## src/rtl/traffic_pkg.sv

```systemverilog
// Shared phase codes, road constants and lamp decode for the intersection scheduler.
package traffic_pkg;

    typedef enum logic [2:0] {
        GRN_A   = 3'd0,
        YEL_A   = 3'd1,
        CLR_A   = 3'd2,
        GRN_B   = 3'd3,
        YEL_B   = 3'd4,
        CLR_B   = 3'd5,
        WALK_PH = 3'd6
    } phase_t;

    localparam logic ROAD_A = 1'b0;
    localparam logic ROAD_B = 1'b1;

    typedef struct packed {
        logic ra;
        logic ya;
        logic ga;
        logic rb;
        logic yb;
        logic gb;
        logic walk;
    } lamps_t;

    function automatic phase_t grn_of(input logic road);
        return (road == ROAD_B) ? GRN_B : GRN_A;
    endfunction

    // Every phase lights exactly one lamp per road; unknown codes fall back to all-red.
    function automatic lamps_t lamp_decode(input phase_t p);
        lamps_t l;
        l = '0;
        case (p)
            GRN_A:   begin l.ga = 1'b1; l.rb = 1'b1; end
            YEL_A:   begin l.ya = 1'b1; l.rb = 1'b1; end
            GRN_B:   begin l.ra = 1'b1; l.gb = 1'b1; end
            YEL_B:   begin l.ra = 1'b1; l.yb = 1'b1; end
            WALK_PH: begin l.ra = 1'b1; l.rb = 1'b1; l.walk = 1'b1; end
            default: begin l.ra = 1'b1; l.rb = 1'b1; end
        endcase
        return l;
    endfunction

endpackage

```

## src/rtl/dwell_timer.sv

```systemverilog
// Phase dwell counter: synchronous clear, saturating increment, equality compare.
module dwell_timer #(
    parameter int CNT_W = 8,
    parameter int SAT   = 19
) (
    input  logic             clk,
    input  logic             rst,
    input  logic             clr,
    input  logic [CNT_W-1:0] target,
    output logic [CNT_W-1:0] cnt,
    output logic             eq
);

    always_ff @(posedge clk or posedge rst) begin
        if (rst) begin
            cnt <= '0;
        end else if (clr) begin
            cnt <= '0;
        end else if (cnt != CNT_W'(SAT)) begin
            cnt <= cnt + 1'b1;
        end
    end

    assign eq = (cnt == target);

endmodule

```

## src/rtl/intersection_scheduler.sv

```systemverilog
// Timed, demand-driven two-road phase scheduler with pedestrian walk and emergency override.
module intersection_scheduler
    import traffic_pkg::*;
#(
    parameter int MIN_GREEN = 5,
    parameter int MAX_GREEN = 20,
    parameter int YELLOW    = 3,
    parameter int ALL_RED   = 2,
    parameter int WALK      = 4,
    parameter int CNT_W     = 8
) (
    input  logic       clk,
    input  logic       rst,
    input  logic       TA,
    input  logic       TB,
    input  logic       ped_req,
    input  logic       emg_req,
    input  logic       emg_dir,
    output logic       RA,
    output logic       YA,
    output logic       GA,
    output logic       RB,
    output logic       YB,
    output logic       GB,
    output logic       walk,
    output logic       ped_ack,
    output logic [2:0] phase
);

    phase_t             phase_q, phase_d;
    logic               pend_q;
    logic               ack_q;
    logic               last_q;
    logic               road_cur;
    logic               tx, ty;
    logic               enter_walk;
    logic [CNT_W-1:0]   target;
    logic [CNT_W-1:0]   cnt;
    logic               dwell_done;
    lamps_t             lamps;

    dwell_timer #(
        .CNT_W (CNT_W),
        .SAT   (MAX_GREEN - 1)
    ) u_timer (
        .clk    (clk),
        .rst    (rst),
        .clr    (phase_d != phase_q),
        .target (target),
        .cnt    (cnt),
        .eq     (dwell_done)
    );

    always_comb begin
        phase_d  = phase_q;
        target   = '0;
        road_cur = (phase_q == GRN_B || phase_q == YEL_B || phase_q == CLR_B) ? ROAD_B : ROAD_A;
        tx       = (road_cur == ROAD_B) ? TB : TA;
        ty       = (road_cur == ROAD_B) ? TA : TB;
        case (phase_q)
            GRN_A, GRN_B: begin
                // An emergency for the other road preempts; one for this road pins the green.
                target = CNT_W'(MAX_GREEN - 1);
                if (emg_req && emg_dir != road_cur) begin
                    phase_d = (road_cur == ROAD_B) ? YEL_B : YEL_A;
                end else if (!(emg_req && emg_dir == road_cur) &&
                             cnt >= CNT_W'(MIN_GREEN - 1) &&
                             (ty || pend_q) && (!tx || dwell_done)) begin
                    phase_d = (road_cur == ROAD_B) ? YEL_B : YEL_A;
                end
            end
            YEL_A, YEL_B: begin
                target = CNT_W'(YELLOW - 1);
                if (dwell_done) phase_d = (road_cur == ROAD_B) ? CLR_B : CLR_A;
            end
            CLR_A, CLR_B: begin
                target = CNT_W'(ALL_RED - 1);
                if (dwell_done) begin
                    if (pend_q && !emg_req) phase_d = WALK_PH;
                    else if (emg_req)       phase_d = grn_of(emg_dir);
                    else                    phase_d = grn_of(~road_cur);
                end
            end
            WALK_PH: begin
                target = CNT_W'(WALK - 1);
                if (dwell_done) phase_d = emg_req ? grn_of(emg_dir) : grn_of(~last_q);
            end
            default: phase_d = GRN_A;
        endcase
    end

    assign enter_walk = (phase_d == WALK_PH) && (phase_q != WALK_PH);

    always_ff @(posedge clk or posedge rst) begin
        if (rst) begin
            phase_q <= GRN_A;
            pend_q  <= 1'b0;
            ack_q   <= 1'b0;
            last_q  <= ROAD_B;
        end else begin
            phase_q <= phase_d;
            ack_q   <= enter_walk;
            // Walk entry wins over a same-cycle request so it is absorbed, not re-armed.
            if (enter_walk)
                pend_q <= 1'b0;
            else if (ped_req && phase_q != WALK_PH)
                pend_q <= 1'b1;
            if ((phase_q == CLR_A || phase_q == CLR_B) && phase_d != phase_q)
                last_q <= road_cur;
        end
    end

    assign lamps   = lamp_decode(phase_q);
    assign RA      = lamps.ra;
    assign YA      = lamps.ya;
    assign GA      = lamps.ga;
    assign RB      = lamps.rb;
    assign YB      = lamps.yb;
    assign GB      = lamps.gb;
    assign walk    = lamps.walk;
    assign ped_ack = ack_q;
    assign phase   = phase_q;

endmodule

```

## config.mk

```make
export PLATFORM = sky130hd
export DESIGN_NAME = intersection_scheduler
export DESIGN_NICKNAME = d
export VERILOG_FILES = /design/src/rtl/traffic_pkg.sv /design/src/rtl/dwell_timer.sv /design/src/rtl/intersection_scheduler.sv
export SDC_FILE = /design/constraint.sdc
export NUM_CORES = 1
export LEC_CHECK = 0
export CORE_UTILIZATION = 54
export DETAILED_ROUTE_END_ITERATION = 12
export PLACE_DENSITY = 0.88
export SYNTH_ARGS = -nofsm -noshare
export SYNTH_HDL_FRONTEND = slang
export SYNTH_SLANG_ARGS = --single-unit
export TNS_END_PERCENT = 100
```

## constraint.sdc

```tcl
create_clock -name clk -period 3.3 [get_ports clk]
set_clock_uncertainty 0.2 [all_clocks]
set_input_delay 0.825 -clock clk [delete_from_list [all_inputs] [get_ports clk]]
set_output_delay 0.825 -clock clk [all_outputs]
set_load 0.02 [all_outputs]
```

# Word level (Yosys, flattened, before mapping)
# Cells that the tools add are included.
[totals]
register_bits = 14
latch_bits = 0
ramBits = 0
rom_bits = 0
input_bits = 7
output_inout_bits = 11
n_memories = 0
[classes]
addsub = 1
n_mul = 0
n_div = 0
magnitude_cmp = 1
n_eq_ne = 13
shifts = 0
mux = 29
n_bitwise = 0
reduce_logical = 25
[op_table]
columns = ["op", "count"]
rows = [
  ["3-bit 2-to-1 mux", 8],
  ["5-bit case mux with 4 select lines", 1],
  ["8-bit 2-to-1 mux", 2],
  ["3-bit == test, second input constant", 4],
  ["1-bit 2-to-1 mux", 12],
  ["3-bit case mux with 4 select lines", 1],
  ["2-bit 2-to-1 mux", 5],
  ["2-bit OR reduction", 5],
  ["1-bit logical AND", 9],
  ["8-bit by 1-bit adder with 8-bit output, second input constant", 1],
  ["8-bit by 5-bit == test with 1-bit output", 1],
  ["8-bit by 3-bit >= comparator with 1-bit output, second input constant", 1],
  ["8-bit by 5-bit != test with 1-bit output, second input constant", 1],
  ["3-bit by 2-bit == test with 1-bit output, second input constant", 2],
  ["1-bit logical OR", 5],
  ["2-bit nonzero test", 2],
  ["3-bit by 1-bit == test with 1-bit output, second input constant", 1],
  ["1-bit zero test", 3],
  ["3-bit zero test", 1],
  ["3-bit != test", 1],
  ["3-bit != test, second input constant", 1],
  ["1-bit == test", 1],
  ["1-bit != test", 1],
]

# Logic depth before layout (Yosys ltp)
# Gate-level depths: netlist (run 1).
[logic_depth]
depth_word = 16
depth_mapped = 10

# By module
# Synthesis (run 1) repeated with hierarchy kept, for this count alone.
[unflattened]
hier_cells = 157
area_unflattened_um2 = 1251.2
[modules_own_cells]
columns = ["module", "n_inst", "cells_each", "area_each_um2"]
rows = [
  ["intersection_scheduler", 1, 103, 742.0],
  ["dwell_timer", 1, 54, 509.2],
]

# Worst setup path before layout (run 1)
# Ideal clock, no wire load.
[synth_timing]
path_type = "reg-to-output"
from = "reg phase_q[2], in the netlist phase[2]"
to = "out GA"
arrival_ns = 1.546
slack_ns = 0.729
stages_incl_launch_ff = 5
n_path_buf = 2
cell_sequence = "dfrtp_1 buf_4 buf_2 or2_2 nor2_1"
[synth_via]
elab_chain_len = 2
[synth_rtl]
columns = ["element", "line_no", "source"]
rows = [
  ["from (decl)", "intersection_scheduler.sv:30", "phase_t phase_q, phase_d;"],
  ["from (signal assigned)", "intersection_scheduler.sv:101", "phase_q <= phase_d;"],
  ["3-bit zero test", "traffic_pkg.sv:35", "case (p)"],
  ["1-bit 2-to-1 mux", "traffic_pkg.sv:35", ""],
  ["to (decl)", "intersection_scheduler.sv:21", "output logic GA,"],
]
# Every way passes these cells.

# Worst setup path after layout (run 1)
[layout_timing]
from = "reg phase_q[2], in the netlist phase[2]"
to = "out RB"
[layout_via]
elab_chain_len = 3
word_cells_on_any_way = 4
cone_classes = "eq/ne: 2; mux: 1; reduce/logical: 1"
[layout_rtl]
columns = ["element", "line_no", "source"]
rows = [
  ["3-bit by 2-bit == test with 1-bit output / 3-bit == test (equally long branches)", "traffic_pkg.sv:35", ""],
  ["2-bit OR reduction (no source line) (*)", "n/a", ""],
  ["1-bit 2-to-1 mux (*)", "traffic_pkg.sv:35", ""],
  ["to (decl)", "intersection_scheduler.sv:22", "output logic RB,"],
]
# Every way passes the cells marked *; elsewhere a longest branch is shown, timed or not.

==> impl_metrics.py, run 1 <==
metrics = {
    "die": {
        "coreArea_mm2": 0.00223,
        "num_rows": 17,
        "io_pins": 18,
        "dieArea_mm2": 0.00257,
        "fp.dieH_um": 50.7,
        "die_w_um": 50.7,
        "start_util_pct": 57.4,
    },
    "hold_path": {
        "hold_class": "reg2reg",
        "holdPathStages": 2,
    },
    "job": {
        "drv_cap": 0,
    },
    "yosys": {
        "synth-edff-count": 0,
        "synth-async-reset-ratio_pct": 100,
        "synthCells": 150,
        "syn_area_mm2": 0.00128,
        "yosysUniqueCellTypes": 50,
        "ys_seq_area_share_pct": 27.4,
        "ys_seq_elements": 14,
        "yosysWarnings": 0,
        "synth_nets": 159,
        "yosysMostFrequentCell": "nor2_1",
        "synth-main-ff-cell": "dfrtp_1",
        "synth_top_cell_by_area": "dfrtp_1",
        "syn_avg_cell_area_um2": 8.54,
        "synth.area.top_cells": "dfrtp_1 (25%), xnor2_1 (5.5%), nor2_1 (4.1%)",
        "yosysTopAreaCellShare_pct": 25.4,
        "synth_common_cells": "nor2_1 (14), dfrtp_1 (13), nand2_1 (12)",
    },
    "global_route": {
        "grt_antenna_before_repair": 0,
        "met2_usage_pct": 46.0,
        "use_met3_pct": 2.73,
        "track_usage_pct": 26.6,
        "gr-max-usage-layer": "met2",
        "gr-total-overflow": 0,
        "grt_pass1_vias": 1150,
        "grt_max_degree": 16,
        "grt_first_pass_wirelength_um": 5090,
        "met1_usage_pct": 31.3,
    },
    "cts": {
        "ctsResizeCount": 0,
        "htreeDepth": 1,
        "path_clk_slew_ns": 0.09,
        "cts_sinks": 14,
        "post_cts_buffers": 0,
        "clockBufferDepth": 2,
        "cts_made_buffers": 3,
        "cts_tree": "done",
        "cts_hold_buffers": 0,
        "clk_latency_ns": 0.29,
        "clock-root-buffer": "clkbuf_4",
    },
    "route": {
        "drt-initial-drc-count": 52,
        "viasPerCell": 5.90,
        "wire_per_inst_um": 15.4,
        "route.detailed.drc": 0,
        "dr.pass1.iters": 5,
        "routed-via-count": 1157,
        "antenna_left": 0,
        "wl_um": 3010,
    },
    "setup_path": {
        "crit_type": "reg2out",
        "worstPathMaxFanout": 14,
        "worst-path-stages": 5,
        "worstSetupEndpointType": "output pin",
        "cp.required_ns": 2.27,
        "crit_arrival_ns": 2.14,
        "path_buf_inv": 2,
        "cp_top_family": "buffers and inverters",
        "crit_chain": "nor2b_1 > nand2_1 > inv_1 > nor2_1 > clkdlybuf4s50_1",
        "slowest_delay_ns": 0.71,
        "reg2regPathDepth": 7,
        "cp_slowest_cell": "dfrtp_1",
        "critPathLaunchType": "register",
    },
    "sta": {
        "hold_viol_final": 0,
        "clock.fmax_mhz": 316,
        "drv_slew": 0,
        "fin_crit_sh_pct": 95.8,
        "rsz0062_at_grt": "no",
        "maxSlewHeadroom_pct": 54.2,
        "fin_tns_setup_ns": 0,
        "worstMarginPinSlew_ns": 0.670,
        "setup_viol": 0,
        "fin_crit_ns": 3.16,
    },
    "power_and_ir_drop": {
        "power_leakage_nw": 0.618,
        "power.density_mw_per_mm2": 1030,
        "finalPower_mw": 1.55,
        "peakVddDrop_uv": 707,
    },
    "outcome": {
        "status": "finished, final reports clean",
    },
    "final_layout": {
        "drive_above_1_share_pct": 15.5,
        "final_cell_area_mm2": 0.00151,
        "final_cell_count_no_fill": 196,
        "utilization_pct": 67.4,
        "nFillCells": 195,
        "seq_area_um2": 352,
        "syn_to_final_growth_pct": 17.5,
        "num-nets-final": 178,
        "diodes": 0,
        "multi_input_area_um2": 833,
    },
    "place": {
        "place_congestion": 0.948,
        "place_inst": 192,
        "dp_hpwl_um": 2330,
        "place_area_mm2": 0.00147,
        "port_buffers": 17,
    },
}
==> worst register-to-register path, cell delays in order (launching register included) <==
cell,delay [ns]
dfrtp_1,0.66
nor3b_4,0.38
a21oi_2,0.07
or3_1,0.37
a2111oi_0,0.65
o211ai_1,0.19
o211ai_2,0.22
nor2_1,0.10
==> metal layers <==
layer / wire length (µm) / part of all wire [%]
met4: 49 / 1.6
met5: 0 / 0
met1: 1330 / 44
met3: 114 / 3.8
met2: 1510 / 50
==> power breakdown <==
part / total (mW) / switching, mW / internal (mW)
logic: 1.06 / 0.577 / 0.486
clock network: 0.126 / 0.0588 / 0.0673
registers: 0.357 / 0.131 / 0.226
==> path summary, 6_finish.rpt <==
check                           startpoint              to  slack [ns]
worst max register to register    phase[1]  u_timer.cnt[7]        0.34
worst min-delay path                last_q          last_q        0.32
min in group asynchronous              rst  u_timer.cnt[2]        0.66
worst min register to register      last_q          last_q        0.32
worst max-delay path              phase[2]              RB        0.14
max in group asynchronous              rst          last_q        1.87
==> placed cells by master, fill, tap and decap left out, types with 4 or more instances in the layout <==
master           synthesis  routed
dfrtp_1                 13      13
xnor2_1                  8       8
clkdlybuf4s50_1          0      17
inv_1                    9       9
o21ai_0                  8       8
nand2b_1                 4       4
buf_4                    1       6
xor2_1                   4       4
nand3b_1                 5       5
nor2_1                  14      14
nand2_1                 12      12
a21oi_1                  7       7
==> cell type report <==
type	count	area share (%)
multi-input combinational	118	55.4
tap	28	2.33
clock buffer	4	2.41
timing repair buffer	23	14.3
sequential	14	23.4
inverter	9	2.24
==> cell families after synthesis <==
group	count (synthesis)	synth area share [%]
DFF	14	27.4
adders and majority gates	2	1.95
xor gates and xnor gates	12	8.20
and+or+nand+nor	62	28.2
buffers and inverters	18	7.52
AOI/OAI and AO/OA	38	23.4
muxes	4	3.22
==> registers in the layout, indices dropped and copies added (netlist names) <==
register / cells
u_timer.cnt: 8
phase: 3
last_q: 1
ped_ack: 1
pend_q: 1
==> metrics by stage <==
step / setup WS (ns) / hold slack [ns]
final: 0.137 / 0.317
after global routing: 0.0422 / 0.344
after floorplan: 0.729 / 0.275
after detailed placement: 0.253 / 0.307
after global placement: 0.356 / 0.307
after CTS: 0.163 / 0.320
No activity file was read; power rests on OpenSTA's default activity.
==> run 2: changes to the inputs <==
Settings changed: ABC_CLOCK_PERIOD_IN_PS from default to 3300.
==> results of run 2 <==
Same layout as run 1: the final DEF is identical, and so are final timing and power.
==> run 3: changes to the inputs <==
Settings changed: ABC_CLOCK_PERIOD_IN_PS 3300 to 3550, SKIP_CTS_REPAIR_TIMING from default to 1.
Clock period 3.3 ns to 3.55 ns, I/O delays scaled along.
==> impl_metrics.py, run 3 (synthesis results as in run 1) <==
metrics = {
    "cts": {
        "clock-root-buffer": "clkbuf_4",
        "htreeDepth": 1,
        "clk_latency_ns": 0.27,
        "cts_tree": "done",
        "cts_made_buffers": 3,
        "clockBufferDepth": 2,
        "path_clk_slew_ns": 0.08,
        "cts_sinks": 14,
    },
    "setup_path": {
        "crit_type": "reg2out",
        "cp_common_cell": "nor2_1",
        "crit_chain": "inv_1 > nand2_1 > nor2_1 > nor2_1 > clkdlybuf4s50_1",
        "crit_arrival_ns": 2.13,
        "cp.required_ns": 2.46,
        "worstSetupEndpointType": "output pin",
        "slowest_delay_ns": 0.77,
        "worstPathMaxFanout": 18,
        "critPathLaunchType": "register",
        "cp_slowest_cell": "dfrtp_1",
    },
    "sta": {
        "clock.fmax_mhz": 311,
        "maxSlewHeadroom_pct": 55.9,
        "fin_ws_ns": 0.335,
        "rsz0062_at_grt": "no",
        "setup_viol": 0,
        "fin_crit_sh_pct": 90.6,
        "fin_crit_ns": 3.22,
        "fin_tns_setup_ns": 0,
        "drv_slew": 0,
        "worstMarginPinSlew_ns": 0.661,
        "hold_viol_final": 0,
    },
    "final_layout": {
        "nFillCells": 192,
        "utilization_pct": 66.4,
        "layout_commonest_cell": "clkdlybuf4s50_1",
        "drive_above_1_share_pct": 13.9,
        "mostFrequentLayoutCells": "clkdlybuf4s50_1 (17), nor2_1 (14), dfrtp_1 (13)",
        "syn_to_final_growth_pct": 15.7,
        "largest_register_ffs": 8,
        "num-nets-final": 175,
        "top_register": "u_timer.cnt",
        "diodes": 0,
    },
    "power_and_ir_drop": {
        "peakVddDrop_uv": 561,
        "power.density_mw_per_mm2": 947,
        "power_leakage_nw": 0.603,
    },
    "job": {
        "drv_cap": 0,
    },
    "route": {
        "antenna_left": 0,
        "wire_per_inst_um": 15.1,
        "route.detailed.drc": 0,
        "drt-initial-drc-count": 42,
        "viasPerCell": 6.07,
        "dr.pass1.iters": 4,
        "wl_um": 2910,
        "routed-via-count": 1172,
    },
    "global_route": {
        "track_usage_pct": 23.9,
        "grt_first_pass_wirelength_um": 4640,
        "grt_max_degree": 26,
        "grt_pass1_vias": 1026,
        "gr-total-overflow": 0,
        "grt_antenna_before_repair": 0,
    },
    "die": {
        "die_w_um": 50.7,
        "io_pins": 18,
        "start_util_pct": 57.4,
        "dieArea_mm2": 0.00257,
        "fp.dieH_um": 50.7,
        "coreArea_mm2": 0.00223,
        "num_rows": 17,
    },
    "place": {
        "port_buffers": 17,
        "dp_hpwl_um": 2180,
        "place_ws_ns": 0.325,
        "place_congestion": 0.916,
    },
    "outcome": {
        "status": "finished, final reports clean",
    },
    "hold_path": {
        "hold_class": "reg2reg",
    },
}
## run 3: cell types whose count changed in the layout (fill, tap and decap cells not counted)
cell	previous run	this run
buf_4	6	3
## run 3: area by class of cell
class	instances	area [µm²]	share of cell area [%]
multi-input cells	118	833	56.2
flip-flops and latches	14	352	23.7
repair buffers	20	193	13.0
clock buffers	4	36.3	2.45
well taps	28	35.0	2.36
inverters	9	33.8	2.28
## run 3: power by group
group | total, mW | leakage [nW] | internal [mW] | switching (mW)
Clock | 0.112 | 0.0210 | 0.0623 | 0.0494
Sequential | 0.297 | 0.177 | 0.210 | 0.0863
Combinational | 0.996 | 0.405 | 0.432 | 0.564
Total | 1.40 | 0.603 | 0.705 | 0.700
## run 3: metal layers
layer | track usage, % | vias to the layer above | part of all wire [%]
li1 | - | 567 | -
met1 | 31.3 | 558 | 43
met2 | 41.6 | 43 | 51
met3 | 3.94 | 4 | 5.3
met4 | 4.17 | 0 | 1.2
met5 | 0 | - | 0
## run 3: worst paths after layout
check / from / endpoint / slack [ns] / cells past startpoint
max in group asynchronous: rst / last_q / 2.06 / 2
setup / recovery: phase[1] / RB / 0.33 / 5
setup reg to reg: phase[1] / u_timer.cnt[6] / 0.55 / 7
min in group asynchronous: rst / ped_ack / 0.74 / 2
hold reg to reg: last_q / last_q / 0.32 / 2
hold / removal: last_q / last_q / 0.32 / 2
## run 3: metrics by stage
stage / hold WS, ns / instance area (µm²) / total power, mW / cells
CTS: 0.324 / 1480 / 1.40 / 193
finish: 0.320 / 1480 / 1.40 / 193
global placement: 0.304 / 1450 / 1.26 / 189
floorplan: 0.275 / 1280 / 1.05 / 150
detailed placement: 0.311 / 1450 / 1.29 / 189
global route: 0.341 / 1480 / 1.50 / 193
## run 3: worst max-delay path: cells and delay by family, from the launching register on
| family | cells | cell delay, ns |
|---|---|---|
| AND/OR/NAND/NOR | 3 | 0.26 |
| flip-flops | 1 | 0.77 |
| buffers and inverters | 2 | 0.81 |
